## config.mk

```make
export PLATFORM = sky130hd
export DESIGN_NAME = mul12_seq
export DESIGN_NICKNAME = d
export VERILOG_FILES = /design/src/rtl/mul12_seq.sv
export SDC_FILE = /design/constraint.sdc
export NUM_CORES = 1
export LEC_CHECK = 0
export CAP_MARGIN = 10
export CELL_PAD_IN_SITES_DETAIL_PLACEMENT = 1
export CELL_PAD_IN_SITES_GLOBAL_PLACEMENT = 2
export CORE_MARGIN = 8
export CORE_UTILIZATION = 31
export CTS_CLUSTER_SIZE = 10
export DETAILED_ROUTE_END_ITERATION = 6
export GPL_ROUTABILITY_DRIVEN = 0
export MAX_ROUTING_LAYER = met4
export PLACE_DENSITY = 0.89
export SYNTH_ARGS = -nofsm -noshare
export SYNTH_HDL_FRONTEND = slang
export SYNTH_HIERARCHICAL = 1
export SYNTH_SLANG_ARGS = --single-unit
```

## constraint.sdc

```tcl
create_clock -name clk -period 7.4 [get_ports clk]
set_input_delay 1.48 -clock clk [delete_from_list [all_inputs] [get_ports clk]]
set_output_delay 1.48 -clock clk [all_outputs]
set_load 0.02 [all_outputs]
```

## src/rtl/mul12_seq.sv

```systemverilog
// Sequential 12x12 unsigned shift-and-add multiplier built around one shared
// 12-bit ripple adder; start/busy/done handshake with a held 24-bit product.

module adder12bits (
    input  logic [11:0] a,
    input  logic [11:0] b,
    input  logic        cin,
    output logic [11:0] s,
    output logic        cout
);
    logic [12:0] c;

    assign c[0] = cin;

    genvar i;
    generate
        for (i = 0; i < 12; i++) begin : g_fa
            assign s[i]   = a[i] ^ b[i] ^ c[i];
            assign c[i+1] = (a[i] & b[i]) | (a[i] & c[i]) | (b[i] & c[i]);
        end
    endgenerate

    assign cout = c[12];
endmodule

module mul12_seq (
    input  logic        clk,
    input  logic        rst,
    input  logic        start,
    input  logic [11:0] a,
    input  logic [11:0] b,
    output logic        busy,
    output logic        done,
    output logic [23:0] p
);
    typedef enum logic [1:0] {
        IDLE = 2'd0,
        RUN  = 2'd1,
        DONE = 2'd2
    } state_t;

    state_t      state;
    state_t      state_nxt;

    logic [11:0] m;
    logic [11:0] hi;
    logic [11:0] lo;
    logic [3:0]  cnt;

    logic        load;
    logic        step;

    logic [11:0] add_s;
    logic        add_c;
    logic        sel_c;
    logic [11:0] sel_s;
    logic [11:0] hi_sh;
    logic [11:0] lo_sh;

    adder12bits u_add (
        .a    (hi),
        .b    (m),
        .cin  (1'b0),
        .s    (add_s),
        .cout (add_c)
    );

    // Add the multiplicand only when the current multiplier bit is set, then
    // shift the 25-bit {carry, hi, lo} right by one; the carry lands in hi[11].
    always_comb begin
        if (lo[0]) begin
            sel_c = add_c;
            sel_s = add_s;
        end else begin
            sel_c = 1'b0;
            sel_s = hi;
        end
        hi_sh = {sel_c, sel_s[11:1]};
        lo_sh = {sel_s[0], lo[11:1]};
    end

    always_ff @(posedge clk) begin
        if (rst) begin
            state <= IDLE;
        end else begin
            state <= state_nxt;
        end
    end

    always_comb begin
        state_nxt = state;
        busy      = 1'b0;
        done      = 1'b0;
        load      = 1'b0;
        step      = 1'b0;
        case (state)
            IDLE: begin
                if (start) begin
                    load      = 1'b1;
                    state_nxt = RUN;
                end
            end
            RUN: begin
                busy = 1'b1;
                step = 1'b1;
                if (cnt == 4'd11) begin
                    state_nxt = DONE;
                end
            end
            DONE: begin
                done      = 1'b1;
                state_nxt = IDLE;
            end
            default: begin
                state_nxt = IDLE;
            end
        endcase
    end

    always_ff @(posedge clk) begin
        if (rst) begin
            m   <= 12'd0;
            hi  <= 12'd0;
            lo  <= 12'd0;
            cnt <= 4'd0;
            p   <= 24'd0;
        end else if (load) begin
            m   <= a;
            lo  <= b;
            hi  <= 12'd0;
            cnt <= 4'd0;
        end else if (step) begin
            hi  <= hi_sh;
            lo  <= lo_sh;
            cnt <= cnt + 4'd1;
            if (cnt == 4'd11) begin
                p <= {hi_sh, lo_sh};
            end
        end
    end
endmodule

```

==> results, run 1 <==
- The number of antenna violations at the first check in global routing is 0.
- For this run, the top clock speed supported by timing is 179 MHz.
- From left edge to right edge, the die measures 112 um.
- The die is 112 um tall.
- The first global-routing pass estimated 13200 um of wire.
- In this run the mean area of a mapped cell was 9.11 sq um.
- Counting cells, the worst reg-to-reg path comes to 18.
- Once the floorplan was initialized, standard cells occupied 31.6% of the core.
- The critical register-to-register path startpoint is hi[0].
- The worst setup path is launched from a flop.
- The setup violation total in the final timing report is 0.
- Counting stages on the worst path, the most repeated cell is sky130_fd_sc_hd__fa_1.
- The run finished with clean final reports.
- Of the cells placed in the final design, the portion with a size suffix greater than 1 is 5.59%.
- The delay contributed by the slowest stage of the critical path is 0.43 ns.
- The total overflow left after global routing is 0.
- The count of endpoints failing hold in the final timing report is 0.
- The initial detailed-routing violation count is 88.
- For this run, the register share of the synthesized area comes to 45.9%.
- The number of buffers on the longest clock path is 2.
- The floorplan has 35 rows.
- Entering global routing, the biggest net connects 52 pins.
- The number of stages on the worst hold path is 2.
- The synthesized netlist occupies a cell area of 2880 sq um.
- The tool flagged a number of max-cap violations equal to 0.
- The number of synthesized register bits is 66.
- The number of synthesis warnings is 6.
- The sink count of the clock tree is 66.
- The start-to-end type of the worst setup path is flop to flop.
- The estimated wirelength of the detail-placed design is 5180 um.
- TritonCTS built the clock tree.
- The remaining antenna violation count after routing is 0.
- The type of the most critical hold path is flop to flop.
- The largest individual stage delay along the critical path comes from the cell sky130_fd_sc_hd__fa_1.
- The layout-stage area growth over the synthesis result is 25.0%.
- The H-tree depth is 3.
- The fraction of the cycle the final worst path needs is 75.6%.
- Subtracting the final worst setup slack from the clock period gives 5.59 ns.
- The TritonCTS buffer count is 9.
- The clock latency reported for the late side of the worst-skew pair is 0.34 ns.
- The root buffer cell chosen for the clock tree is sky130_fd_sc_hd__clkbuf_8.
- After synthesis, the largest area contributor takes up 45.9% of total cell area.
- The mean routed wirelength per cell is 16.5 um.
- The largest fanout on the critical path is 3.
- Summed over all layers, the routed wires come to 7750 um.
- The worst register-to-register path ends at hi[10].
- By area the synthesized netlist is led by sky130_fd_sc_hd__dfxtp_1, sky130_fd_sc_hd__a211oi_1, sky130_fd_sc_hd__fa_1.
- The worst register-to-register path has a setup slack of 1.81 ns.
- The final non-filler cell area is 3600 sq um.
- For the final database, setup skew stands at 0.0118 ns.
- The number of antenna diodes in the final layout is 0.
- The biggest area contributor in the post-synthesis netlist is sky130_fd_sc_hd__dfxtp_1.
- Synthesis produced a netlist with a net count of 356.
- The placement-stage cell area is 3400 sq um.
- The number of max-slew violations in the final report is 0.
- The total of cells resized after clock tree synthesis is 0.
- The die covers 12600 sq um.
- The number of setup buffers added after CTS is 0.
- The actual transition at the worst max-transition pin is 1.03 ns.
- Setup repair after global routing left no endpoint under its margin.
- 53 I/O pins were placed.
- The final route contains 2391 vias.
- The critical path endpoint category is a flop.
- The region available for standard cell placement spans 9110 sq um.
- Headroom to the max-slew limit came out at 31.6%.
- After detailed routing, the number of vias per cell comes to 5.10.
- The number of global-route vias before repair is 2633.
- The cts-stage hold buffer count is 0.
- Final hold analysis gives a worst-case slack of 0.464 ns.
- The signal on the critical path passes through inv_1 -> fa_1 -> inv_1 -> fa_1 -> fa_1 -> fa_1 -> fa_1 -> fa_1 -> fa_1 -> fa_1 -> fa_1 -> fa_1 -> fa_1 -> inv_1 -> fa_1 -> inv_1 -> mux2i_1 -> a211oi_1.
- Global routing consumed, over all layers together, 13.4% of the routing resources.
- VDD sags by at most 0.0675 mV.
- Summed over all cells, the static leakage comes to 1.26 nW.
- During placement, the flow inserted port buffers numbering 52.
- The total negative slack is 0 ns.
- The first detailed-routing pass ran for 5 iterations.
- Clock-pin slew was measured on the worst setup and hold paths at 0.07 ns.
- The worst endpoint data arrival time is 5.84 ns.
- For this run, design rule violations remaining after detail routing come to 0.
- At the worst endpoint, the required time is 7.65 ns.
- After technology mapping, the gate count stands at 316.
- For this run, the post-layout net count is 393.
- The end of the worst hold path is m[0].
- The worst hold path startpoint is m[0].
- The number of different library cells in the post-synthesis netlist is 31.
- For this design the ratio of total power to cell area is 217 nW/um^2.
-- synth_stat cells --
cell and count:
sky130_fd_sc_hd__a211oi_1 33, sky130_fd_sc_hd__a21oi_1 40, sky130_fd_sc_hd__and3b_1 1, sky130_fd_sc_hd__buf_2 12
sky130_fd_sc_hd__buf_4 3, sky130_fd_sc_hd__buf_6 2, sky130_fd_sc_hd__clkbuf_1 11, sky130_fd_sc_hd__clkinv_1 1
sky130_fd_sc_hd__conb_1 1, sky130_fd_sc_hd__dfxtp_1 66, sky130_fd_sc_hd__fa_1 12, sky130_fd_sc_hd__ha_1 1
sky130_fd_sc_hd__inv_1 12, sky130_fd_sc_hd__mux2_2 1, sky130_fd_sc_hd__mux2i_1 11, sky130_fd_sc_hd__nand2_1 27
sky130_fd_sc_hd__nand2b_1 2, sky130_fd_sc_hd__nand2b_2 1, sky130_fd_sc_hd__nand3_1 13, sky130_fd_sc_hd__nand3b_1 2
sky130_fd_sc_hd__nand4_1 1, sky130_fd_sc_hd__nor2_1 28, sky130_fd_sc_hd__nor3_1 4, sky130_fd_sc_hd__nor3b_1 1
sky130_fd_sc_hd__o21ai_0 13, sky130_fd_sc_hd__o21ba_2 1, sky130_fd_sc_hd__o22ai_1 12, sky130_fd_sc_hd__or3_1 1
sky130_fd_sc_hd__or3b_4 1, sky130_fd_sc_hd__xnor2_1 1, sky130_fd_sc_hd__xor2_1 1
-- logic make-up (layout without fill, tap and decap cells) --
logic type / after synthesis / after routing / synth area share [%]
other cells: 1 / 1 / 0.130
buf+inv: 41 / 83 / 6.78
fa+ha+maj: 13 / 13 / 8.78
xor+xnor: 2 / 2 / 0.609
simple gates: 82 / 82 / 12.8
flops: 66 / 66 / 45.9
mux: 12 / 12 / 4.22
compound gates: 99 / 99 / 20.8
-- layer usage --
| metal | vias up | track usage (%) | routed length [um] | part of all wire (%) |
|---|---|---|---|---|
| met5 | - | - | 0 | 0 |
| met1 | 1179 | 14.5 | 3310 | 43 |
| li1 | 1177 | - | - | - |
| met4 | 0 | 6.21 | 130 | 1.7 |
| met2 | 27 | 23.8 | 4150 | 53 |
| met3 | 8 | 1.93 | 164 | 2.1 |
-- cells in the final DEF (no fill, tap or decap), types with 2 or more instances in the layout --
master,count
sky130_fd_sc_hd__dfxtp_1,66
sky130_fd_sc_hd__clkdlybuf4s50_1,51
sky130_fd_sc_hd__a21oi_1,40
sky130_fd_sc_hd__a211oi_1,33
sky130_fd_sc_hd__nor2_1,28
sky130_fd_sc_hd__nand2_1,27
sky130_fd_sc_hd__nand3_1,13
sky130_fd_sc_hd__o21ai_0,13
sky130_fd_sc_hd__inv_1,12
sky130_fd_sc_hd__o22ai_1,12
sky130_fd_sc_hd__fa_1,12
sky130_fd_sc_hd__mux2i_1,11
sky130_fd_sc_hd__clkbuf_8,11
sky130_fd_sc_hd__nor3_1,4
sky130_fd_sc_hd__clkbuf_1,3
sky130_fd_sc_hd__nand3b_1,2
sky130_fd_sc_hd__nand2b_1,2
sky130_fd_sc_hd__buf_4,2
-- stage by stage --
| stage | power (mW) | cells | worst slack (ns) | util [%] |
|---|---|---|---|---|
| 6_report | 0.781 | 469 | 1.81 | 39.5 |
| 5_1_grt | 0.815 | 469 | 1.56 | 39.5 |
| 4_1_cts | 0.787 | 469 | 1.78 | 39.5 |
| 3_5_place_dp | 0.482 | 453 | 1.84 | 37.3 |
| 3_3_place_gp | 0.478 | 453 | 1.99 | 37.3 |
| 2_1_floorplan | 0.451 | 316 | 2.20 | - |
-- state kept, by name (all words and copies together), names as in the netlist --
register  flops
hi           12
p            24
cnt           4
m            12
state         2
lo           12
-- power breakdown --
| group | leakage [nW] | internal, mW | switching, mW |
|---|---|---|---|
| clock | 0.101 | 0.174 | 0.133 |
| combinational | 0.626 | 0.0385 | 0.0479 |
| sequential | 0.538 | 0.370 | 0.0167 |
| total | 1.26 | 0.583 | 0.198 |
-- cell type report --
class	count	area (sq um)
Clock inverter	2	35.0
Timing Repair Buffer	54	531
Fill cell	1073	5510
Clock buffer	14	163
Inverter	13	48.8
Multi-Input combinational cell	209	1360
Sequential cell	66	1320
Tap cell	111	139
-- worst max-delay path, delay by kind of cell, from the launching register on --
family	cells	cell delay, ns
flops	1	0.33
fa+ha+maj	12	4.56
mux	1	0.08
compound gates	1	0.25
buf+inv	4	0.27
-- worst max path at each step --
stage               startpoint     end  depth (start not counted)
CTS                      hi[0]  hi[10]                         18
floorplan                hi[0]  hi[10]                         18
global route             hi[0]  hi[10]                         18
finish                   hi[0]  hi[10]                         18
global placement         hi[0]  hi[10]                         18
detailed placement       hi[0]  hi[10]                         18
Note: power is estimated with default switching activity, not from simulation.
==> run 2, diff against run 1 <==
==> constraint.sdc (replaced) <==
create_clock -name clk -period 5.65 [get_ports clk]
set_input_delay 1.13 -clock clk [delete_from_list [all_inputs] [get_ports clk]]
set_output_delay 1.13 -clock clk [all_outputs]
set_load 0.02 [all_outputs]
==> run 2 against run 1 <==
  * Maximum frequency grew 3.6%
  * Setup slack lost 1.6 ns
  * Cell area grew 0.49%
  * Cell count is the same
  * Hold slack lost 0.00093 ns
  * Via count grew 1.2%
  * Global-route usage is essentially flat
  * Core utilization grew 0.19 points
  * Clock power grew 33%
  * Clock-buffer cell count shrank 2
  * Combinational power grew 32%
  * Sequential share of layout area shrank 0.18 points
==> results, run 2 (synthesized netlist as in run 1, its figures left out) <==
- The start-to-end type of the worst setup path is flop to flop (unchanged).
- The largest fanout on the critical path is 3 (unchanged).
- The total global routing overflow is 0 (unchanged).
- The initial detailed-routing violation count is 109 (was 88).
- The TritonCTS buffer count came to 9 (unchanged).
- The area enclosed by the die boundary is 12600 sq um (unchanged).
- The clock latency reported for the late side of the worst-skew pair came to 0.35 ns (was 0.34 ns).
- The worst reg-to-reg path cell count is 18 (unchanged).
- The delay contributed by the slowest stage of the critical path came to 0.40 ns (was 0.43 ns).
- The horizontal extent of the die is 112 um (unchanged).
- The setup violation total in the final timing report came to 0 (unchanged).
- The sink count of the clock tree is 66 (unchanged).
- The number of stages on the worst hold path is 2 (unchanged).
- The post-route total power is 1.03 mW (was 0.781 mW).
- The number of primary I/O pins was 53 (unchanged).
- The final layout net count is 393 (unchanged).
- The most frequent standard cell in the layout excluding fill and tap cells is sky130_fd_sc_hd__dfxtp_1 (unchanged).
- The wire length of the first global-routing pass was 13200 um (about the same).
- The critical-path cell with the highest stage delay is sky130_fd_sc_hd__fa_1 (unchanged).
- The number of global-route vias before repair was 2671 (was 2633).
- The mean routed wirelength per cell is 16.9 um (was 16.5 um).
- The count of buffers inserted at the top-level ports is 52 (unchanged).
- The total setup buffers inserted after CTS is 0 (unchanged).
- The CTS root buffer is sky130_fd_sc_hd__clkbuf_8 (unchanged).
- The leakage power came to 1.25 nW (was 1.26 nW).
- The placeable core region is 9110 sq um (unchanged).
- Setup repair after global routing missed its margin: false (unchanged).
- The critical path endpoint category is a flop (unchanged).
- The combined buffer and inverter count along the critical path is 4 (unchanged).
- The setup slack of the most critical reg-to-reg path is 0.25 ns (was 1.81 ns).
- The layout-stage area growth over the synthesis result is 25.7% (was 25.0%).
- The largest clock skew in the final design is 0.00835 ns (was 0.0118 ns).
- The remaining antenna violation count after routing is 0 (unchanged).
- The type of the most critical hold path is flop to flop (unchanged).
- The family with the most delay on the worst path was adder cells (unchanged).
- The TritonCTS clock tree is done (unchanged).
- The actual transition at the worst max-transition pin is 1.02 ns (was 1.03 ns).
- The number of antenna cells inserted is 0 (unchanged).
- The total via count in the routed design is 2420 (was 2391).
- The total of cells resized after clock tree synthesis came to 0 (unchanged).
- The max-cap check violation count is 0 (unchanged).
- The power per unit of standard cell area is 285 nW/um^2 (was 217 nW/um^2).
- The number of buffers on the longest clock path is 2 (unchanged).
- The cell count along the critical path is 18 (unchanged).
- The H-tree depth is 3 (unchanged).
- The clock-pin transition on the worst setup and hold timing paths is 0.07 ns (about the same).
- The most used cell along the critical path is sky130_fd_sc_hd__fa_1 (unchanged).
- The minimum clock period is 5.40 ns (was 5.59 ns).
- The estimated wirelength of the detail-placed design is 5240 um (was 5180 um).
- The critical register-to-register path startpoint was hi[0] (unchanged).
- The remaining max-slew budget at the tightest pin is 32.1% (was 31.6%).
- The sort of element at the start of the critical path is a flop (unchanged).
- Cell chain of the critical path: inv_1 -> fa_1 -> inv_1 -> fa_1 -> fa_1 -> fa_1 -> fa_1 -> fa_2 -> fa_2 -> fa_2 -> fa_2 -> fa_1 -> fa_1 -> inv_1 -> fa_1 -> inv_1 -> mux2i_1 -> a211oi_1 (was inv_1 -> fa_1 -> inv_1 -> fa_1 -> fa_1 -> fa_1 -> fa_1 -> fa_1 -> fa_1 -> fa_1 -> fa_1 -> fa_1 -> fa_1 -> inv_1 -> fa_1 -> inv_1 -> mux2i_1 -> a211oi_1).
- The proportion of layout cells with a drive suffix above 1 is 7.26% (was 5.59%).
- The fraction of the cycle the final worst path needs is 95.6% (was 75.6%).
- The count of endpoints failing hold in the final timing report is 0 (unchanged).
- The cts-stage hold buffer count is 0 (unchanged).
- The largest net degree at the start of global routing is 52 (unchanged).
- The worst IR drop on VDD is 0.104 mV (was 0.0675 mV).
- The startpoint of the worst setup timing path was hi[0] (unchanged).
- Most used cells in the layout excluding fill and tap cells: sky130_fd_sc_hd__dfxtp_1, sky130_fd_sc_hd__clkdlybuf4s50_1, sky130_fd_sc_hd__a21oi_1 (unchanged).
- The total routed wirelength is 7920 um (was 7750 um).
- The number of max-slew violations in the final report is 0 (unchanged).
- The worst hold path startpoint is m[0] (unchanged).
- The initial core utilization was 31.6% (unchanged).
- The vertical extent of the die was 112 um (unchanged).
- The all-layer global routing usage is 13.4% (about the same).
- The end of the worst hold path is m[0] (unchanged).
- The worst endpoint data arrival time is 5.66 ns (was 5.84 ns).
- The required time at the worst-slack endpoint is 5.91 ns (was 7.65 ns).
- The number of antenna violations at the first check in global routing is 0 (unchanged).
- The post-route DRC violation count came to 0 (unchanged).
- The endpoint of the worst register-to-register path is p[22] (was hi[10]).
- The flip-flop count of the largest register after layout is 24 (unchanged).
- The ratio of routed vias to standard cells was 5.16 (was 5.10).
- The utilization of the core after routing was 39.7% (was 39.5%).
- The placement row count is 35 (unchanged).
- Run status: finished, final reports clean (unchanged).
- The total negative slack is 0 ns (unchanged).
- The number of iterations in the first detailed-routing pass is 4 (was 5).
- The register ranked first by flip-flop count is p (unchanged).
- The upper clock frequency limit is 185 MHz (was 179 MHz).
run 2: metal layers:
metal,GRT usage (%),up-vias,part of all wire [%]
met1,14.5,1202,43
met3,1.72,12,2.5
li1,-,1175,-
met5,-,-,0
met4,6.56,0,1.9
met2,23.7,31,52
run 2: how the worst max path moves through the flow:
stage / end / slack (ns)
detailed placement: hi[10] / 0.06
finish: p[22] / 0.25
global route: hi[10] / 0.03
global placement: hi[10] / 0.24
floorplan: hi[10] / 0.45
CTS: hi[10] / 0.001
run 2: worst min-delay path: cells and delay by family (launching register included):
| family | cells | cell delay, ns |
|---|---|---|
| AO/OA/AOI/OAI | 1 | 0.05 |
| flip-flops | 1 | 0.31 |
| AND/OR/NAND/NOR | 1 | 0.05 |
run 2: through the flow:
stage	area (sq um)	cells	hold slack (ns)	worst slack [ns]
global route	3620	469	0.498	0.0267
floorplan	2880	316	0.436	0.446
detailed placement	3400	453	0.458	0.0643
finish	3620	469	0.463	0.249
CTS	3610	469	0.468	0.00111
global placement	3400	453	0.449	0.235
run 2: area by class of cell:
cell class                      count  area [sq um]
Clock buffer                       12           155
Clock inverter                      4          50.0
Fill cell                        1069          5490
Inverter                           13          48.8
Multi-Input combinational cell    209          1370
Sequential cell                    66          1320
Tap cell                          111           139
Timing Repair Buffer               54           531
run 2: where the power goes:
part / switching (mW) / internal, mW / total, mW / leakage, nW
sequential: 0.0221 / 0.485 / 0.507 / 0.538
clock: 0.183 / 0.227 / 0.410 / 0.0986
combinational: 0.0637 / 0.0507 / 0.114 / 0.617
